--- src/rtl/alu_op_issuer.sv ---
// Initiator for the combinational ALU: accepts op requests, holds A/B/Op for a settle window,
// captures the result (optionally into the accumulator). Optional rsp_flags port via `ALU_FLAGS_EN`.
module alu_op_issuer #(
    parameter int WIDTH = 8,
    parameter int SETTLE_CYCLES = 1,
    parameter logic [WIDTH-1:0] ACC_RESET = '0
) (
    input  logic             clk,
    input  logic             rst_n,
    input  logic             req_valid,
    output logic             req_ready,
    input  logic [2:0]       req_op,
    input  logic [WIDTH-1:0] req_a,
    input  logic [WIDTH-1:0] req_b,
    input  logic             req_use_acc,
    input  logic             req_wr_acc,
    output logic [WIDTH-1:0] alu_a,
    output logic [WIDTH-1:0] alu_b,
    output logic [2:0]       alu_op,
    input  logic [WIDTH-1:0] alu_out,
    output logic             rsp_valid,
    input  logic             rsp_ready,
    output logic [WIDTH-1:0] rsp_data,
    output logic [2:0]       rsp_op,
    output logic [WIDTH-1:0] acc,
    output logic             busy
`ifdef ALU_FLAGS_EN
    ,
    output logic [1:0]       rsp_flags
`endif
);

    localparam int CW = (SETTLE_CYCLES > 1) ? $clog2(SETTLE_CYCLES) : 1;
    localparam logic [CW-1:0] SETTLE_LOAD = CW'(SETTLE_CYCLES - 1);

    typedef enum logic [1:0] {
        IDLE,
        DRIVE,
        RESP
    } stateT;

    stateT         state;
    stateT         stateNext;
    logic [CW-1:0] settleCnt;
    logic          wrAccLatched;
    logic          accept;
    logic          capture;
    logic          rspDone;

    always_comb begin
        stateNext = state;
        accept    = 1'b0;
        capture   = 1'b0;
        rspDone   = 1'b0;
        busy      = (state != IDLE);
        case (state)
            IDLE: begin
                accept = req_valid && req_ready;
                if (accept) stateNext = DRIVE;
            end
            DRIVE: begin
                capture = (settleCnt == '0);
                if (capture) stateNext = RESP;
            end
            RESP: begin
                rspDone = rsp_valid && rsp_ready;
                if (rspDone) stateNext = IDLE;
            end
            default: stateNext = IDLE;
        endcase
    end

    always_ff @(posedge clk or negedge rst_n) begin
        if (!rst_n) state <= IDLE;
        else        state <= stateNext;
    end

    // req_ready is registered, so it trails reset release and handshake by one edge.
    always_ff @(posedge clk or negedge rst_n) begin
        if (!rst_n) begin
            req_ready    <= 1'b0;
            rsp_valid    <= 1'b0;
            alu_a        <= '0;
            alu_b        <= '0;
            alu_op       <= '0;
            rsp_data     <= '0;
            rsp_op       <= '0;
            acc          <= ACC_RESET;
            settleCnt    <= '0;
            wrAccLatched <= 1'b0;
        end else begin
            req_ready <= (stateNext == IDLE);
            if (accept) begin
                alu_op       <= req_op;
                alu_b        <= req_b;
                alu_a        <= req_use_acc ? acc : req_a;
                wrAccLatched <= req_wr_acc;
                settleCnt    <= SETTLE_LOAD;
            end
            if (state == DRIVE && !capture) settleCnt <= settleCnt - 1'b1;
            if (capture) begin
                rsp_data  <= alu_out;
                rsp_op    <= alu_op;
                rsp_valid <= 1'b1;
                if (wrAccLatched) acc <= alu_out;
            end
            if (rspDone) rsp_valid <= 1'b0;
        end
    end

`ifdef ALU_FLAGS_EN
    always_ff @(posedge clk or negedge rst_n) begin
        if (!rst_n)       rsp_flags <= '0;
        else if (capture) rsp_flags <= {alu_out[WIDTH-1], (alu_out == '0)};
    end
`endif

endmodule

--- config.mk ---
export PLATFORM = sky130hd
export DESIGN_NAME = alu_op_issuer
export DESIGN_NICKNAME = d
export VERILOG_FILES = /design/src/rtl/alu_op_issuer.sv
export SDC_FILE = /design/constraint.sdc
export NUM_CORES = 1
export LEC_CHECK = 0
export CAP_MARGIN = 20
export CORE_AREA = 2 2 65 73
export DETAILED_ROUTE_END_ITERATION = 8
export DIE_AREA = 0 0 67 75
export PLACE_DENSITY = 0.82
export SLEW_MARGIN = 20
export SYNTH_ARGS = -nofsm -noshare
export SYNTH_HDL_FRONTEND = slang
export SYNTH_SLANG_ARGS = --single-unit
--- constraint.sdc ---
create_clock -name clk -period 2 [get_ports clk]
set_clock_uncertainty 0.15 [all_clocks]
set_input_delay 0.2 -clock clk [delete_from_list [all_inputs] [get_ports clk]]
set_output_delay 0.2 -clock clk [all_outputs]
set_load 0.05 [all_outputs]
* Word-level counts from Yosys, hierarchy flattened
Cells that the tools add are included.
** Operators by class
- Mux-type cells :: 12
- Shift operators :: 0
- Multiply operators :: 0
- Div/mod/pow operators :: 0
- Reduce and logical (&&, ||, !) cells :: 10
- Add/subtract/negate cells :: 1
- Bitwise gates (word level) :: 1
- Order comparisons :: 0
- Equality and inequality tests :: 2
** Operators by type and width (count)
- $mux 8 :: 1
- $mux 1 :: 7
- $mux 2 :: 3
- $pmux 2 s3 :: 1
- $reduce_bool 2->1 :: 3
- $logic_not 2->1 :: 2
- $logic_and 1x1->1 :: 3
- $eq 2x1->1 const B :: 1
- $eq 2x2->1 const B :: 1
- $reduce_and 2->1 :: 1
- $logic_not 1->1 :: 1
- $not 1->1 :: 1
- $sub 1x1->1 const B :: 1
** Word-level totals
- Latch bits :: 0
- Memories kept :: 0
- Register bits after elaboration :: 44
- Bits of input ports :: 33
- Output and inout port bits :: 41
- RAM bits :: 0
- Bits in read-only memories :: 0

* Logic depth before layout (Yosys ltp)
- Word-level depth :: 5
- Depth in mapped cells :: 4

* Least setup slack after synthesis
OpenSTA, ideal clock, no wires.
- Path type :: register to register
- From :: register req_ready
- To :: register alu_b[0]
- Clock period less this slack :: 1.671 ns
- Data arrival time :: 1.396 ns
- Setup time :: 0.125 ns
- Stages on the path, launching flop included :: 4
- Buffers on the path :: 1
- Path slack :: 0.329 ns
- Cells stage by stage :: dfrtp_1 > and4bb_1 > buf_6 > mux2_2
** On the way
- Longest elaborated chain between the ends :: 2
** RTL lines
- from (decl) :: line 11 : output logic req_ready,
- from (signal assigned) :: line 92 : req_ready <= (stateNext == IDLE);
- $logic_and 1x1->1 :: line 58 : accept = req_valid && req_ready;
- $mux 1 :: line 56 : case (state)
- to (signal assigned) :: line 95 : alu_b <= req_b;
- to (decl) :: line 18 : output logic [WIDTH-1:0] alu_b,
No other way between the ends.
A chain may end at the register's enable or synchronous reset.

* Worst setup path after layout
- From :: register acc[7]
- To :: output port acc[7]
** RTL lines
- from (decl) :: line 25 : output logic [WIDTH-1:0] acc,
- from (signal assigned) :: line 105 : if (wrAccLatched) acc <= alu_out;
No word-level cell between the ends.

==> impl_summary.log <==
[metrics] CTS tree: yes
[metrics] Area Overhead vs Synth: 51.9%
[metrics] DR vias/cell: 4.84
[metrics] number of antenna repair diodes: 0
[metrics] Tot GR Track Use: 16.9%
[metrics] post-DP HPWL: 3090 um
[metrics] placeable core region: 0.00425 mm2
[metrics] final hold violations: 0
[metrics] layout filler cell count: 350
[metrics] input/output buffers: 73
[metrics] endpoint kind of the worst setup timing path: primary output
[metrics] signal arrival time at the worst endpoint: 1.54 ns
[metrics] Die Y-Extent: 75 um
[metrics] minimum period implied by the final worst setup slack: 1.89 ns
[metrics] starting density of the core: 41.2%
[metrics] layout cell share with drive strength beyond 1: 19.9%
[metrics] most frequent cell after synthesis: sky130_fd_sc_hd__dfrtp_1
[metrics] overall via count from detail_route: 1234
[metrics] Critical Path, Cell by Cell: clkdlybuf4s50_1
[metrics] Die W: 67 um
[metrics] post-route antenna net violation count: 0
[metrics] FF-to-FF setup slack: 0.32 ns
[metrics] delay of the slowest cell on the worst path: 0.86 ns
[metrics] Rel. slew slack: 63.7%
[metrics] #FFs+latches synth: 44
[metrics] Netlist cell types: 19
[metrics] number of instances in the synthesized netlist: 120
[metrics] Worst Path Required: 1.65 ns
[metrics] slew at the pin with the worst max-slew slack: 0.543 ns
[metrics] maximum operating frequency: 0.528 GHz
[metrics] CTS max path bufs: 2
[metrics] placer congestion estimate: 0.768
[metrics] cell row count: 25
[metrics] sequential fraction of the synthesis area: 62.9%
[metrics] Num Clock Sinks: 44
[metrics] Pre-antenna DRT Iters: 6
[metrics] Yosys top cell area share: 62.9%
[metrics] GRT Residual Overflow: 0
[metrics] DR DRC count: 0
[metrics] critical path start-end classification: flip-flop to primary output
[metrics] most common flop cell mapped by yosys: sky130_fd_sc_hd__dfrtp_1
[metrics] Async S/R FF share, synth: 100%
[metrics] average wire per cell in the routed design: 15.5 um
[metrics] root buffer selected by CTS: sky130_fd_sc_hd__clkbuf_8
[metrics] Max Slew Vio Count: 0
[metrics] count of buffer and inverter cells on the critical path: 1
[metrics] net count of the mapped netlist: 153
[metrics] run status: finished, final reports clean
[metrics] ports placed on the boundary: 74
[metrics] floorplan die area: 0.00503 mm2
[metrics] worst min-delay path category: primary input to async pin
[metrics] H-tree depth: 2
[metrics] Max FO, Critical Path: 3
[metrics] post-synthesis instance area: 0.00175 mm2
[metrics] RSZ-0062 raised after global routing: false
[metrics] count of yosys warnings during synthesis: 0
[metrics] maximum number of pins on one net before global-route repair: 21
[metrics] Post-synth EDFFs: 0
[metrics] share of the clock period used by the worst path after layout: 94.7%
[metrics] mean instance size in the synthesized netlist: 14.6 um2
[metrics] initial antenna violation count: 0
[metrics] cts-stage hold buffer count: 1
[metrics] Resize count post-CTS: 0
[metrics] most common library cells after synthesis: 44 x sky130_fd_sc_hd__dfrtp_1, 23 x sky130_fd_sc_hd__mux2_2, 10 x sky130_fd_sc_hd__a21oi_1, 9 x sky130_fd_sc_hd__nor2_1
[metrics] cell accounting for the most synthesized area: sky130_fd_sc_hd__dfrtp_1
[metrics] max cap viols: 0
[metrics] critical path's slowest cell: sky130_fd_sc_hd__clkdlybuf4s50_1
[metrics] first-pass GRT wire length: 6170 um
[metrics] kind of cell with the highest combined delay on the critical path: buffers and inverters
[metrics] Clock Latency Late Sink: 0.29 ns
[metrics] DRC violation total after the first TritonRoute iteration: 77
[metrics] post-route setup TNS: 0 ns
[metrics] post-CTS setup repair buffer count: 0
[metrics] drt total wl: 3940 um
[metrics] vias in the first global route: 1270
[metrics] biggest area contributors in the synthesized netlist: sky130_fd_sc_hd__dfrtp_1 63%, sky130_fd_sc_hd__mux2_2 15%, sky130_fd_sc_hd__mux2_1 5.1%, sky130_fd_sc_hd__mux2i_1 4.6%, sky130_fd_sc_hd__a21oi_1 2.9%
[metrics] CP Launch Type: flip-flop
[metrics] final-stage net count: 233
[metrics] Worst-path clk slew: 0.08 ns
[metrics] total clock buffers created by CTS: 5
[metrics] total of endpoints with negative setup slack in the final report: 0
per-layer routing:
layer / share of wire [%] / global-route usage [%] / routed length, um / vias up
met5: 0 / 0 / 0 / -
met3: 9.0 / 6.28 / 356 / 6
li1: - / - / - / 574
met2: 51 / 26.8 / 2000 / 63
met4: 1.4 / 6.35 / 55 / 0
met1: 39 / 21.2 / 1530 / 591
cell type report:
class                           instances  area (um2)  area share, %
Sequential cell                        44        1100           41.4
Multi-Input combinational cell         68         593           22.3
Clock inverter                          2        38.8           1.46
Inverter                                2        7.51          0.282
Timing Repair Buffer                   79         771           29.0
Tap cell                               54        67.6           2.54
Clock buffer                            6        82.6           3.10
worst paths after layout:
| check | startpoint | end | cells after the start |
|---|---|---|---|
| max reg2reg | state[1] | acc[2] | 3 |
| min in group clk | wrAccLatched | wrAccLatched | 1 |
| max in group asynchronous | rst_n | alu_a[5] | 3 |
| min reg2reg | wrAccLatched | wrAccLatched | 1 |
| min | rst_n | rsp_data[3] | 2 |
| max | acc[7] | acc[7] | 1 |
registers in the layout (all words and copies together), names as in the netlist:
register / flops
acc: 8
alu_a: 8
alu_b: 8
rsp_data: 8
alu_op: 3
rsp_op: 3
state: 2
req_ready: 1
rsp_valid: 1
settleCnt: 1
wrAccLatched: 1
through the flow:
step / instances / util, % / setup slack (ns) / hold slack [ns] / instance area, um2
floorplan: 120 / - / 0.329 / -0.246 / 1750
global placement: 246 / 59.5 / 0.281 / -0.0901 / 2530
detailed placement: 246 / 59.5 / 0.271 / -0.0826 / 2530
CTS: 255 / 62.6 / 0.104 / 0.120 / 2660
global route: 255 / 62.6 / 0.0589 / 0.129 / 2660
finish: 255 / 62.6 / 0.106 / 0.127 / 2660
placed cells by master, fill, tap and decap left out:
cell / instances
sky130_fd_sc_hd__clkdlybuf4s50_1: 71
sky130_fd_sc_hd__dfrtp_1: 44
sky130_fd_sc_hd__mux2_2: 23
sky130_fd_sc_hd__a21oi_1: 10
sky130_fd_sc_hd__nor2_1: 9
sky130_fd_sc_hd__mux2_1: 8
sky130_fd_sc_hd__mux2i_1: 8
sky130_fd_sc_hd__clkbuf_8: 6
sky130_fd_sc_hd__buf_4: 6
sky130_fd_sc_hd__a21o_1: 2
sky130_fd_sc_hd__inv_1: 2
sky130_fd_sc_hd__o21ai_0: 2
sky130_fd_sc_hd__nor3b_4: 1
sky130_fd_sc_hd__nor2b_1: 1
sky130_fd_sc_hd__and4bb_1: 1
sky130_fd_sc_hd__and2_1: 1
sky130_fd_sc_hd__nor3_1: 1
sky130_fd_sc_hd__or2_2: 1
sky130_fd_sc_hd__bufinv_16: 1
sky130_fd_sc_hd__clkinv_4: 1
sky130_fd_sc_hd__dlygate4sd3_1: 1
sky130_fd_sc_hd__buf_2: 1
cells by family after synthesis:
kind of cell / after synthesis / share of synthesized area, %
AO/OA/AOI/OAI: 14 / 4.29
buffers and inverters: 8 / 3.29
flip-flops: 44 / 62.9
multiplexers: 39 / 24.5
AND/OR/NAND/NOR: 15 / 5.07
Power is not shown: default switching activity piles up to over one toggle a cycle in this logic, so the estimate is an artifact.
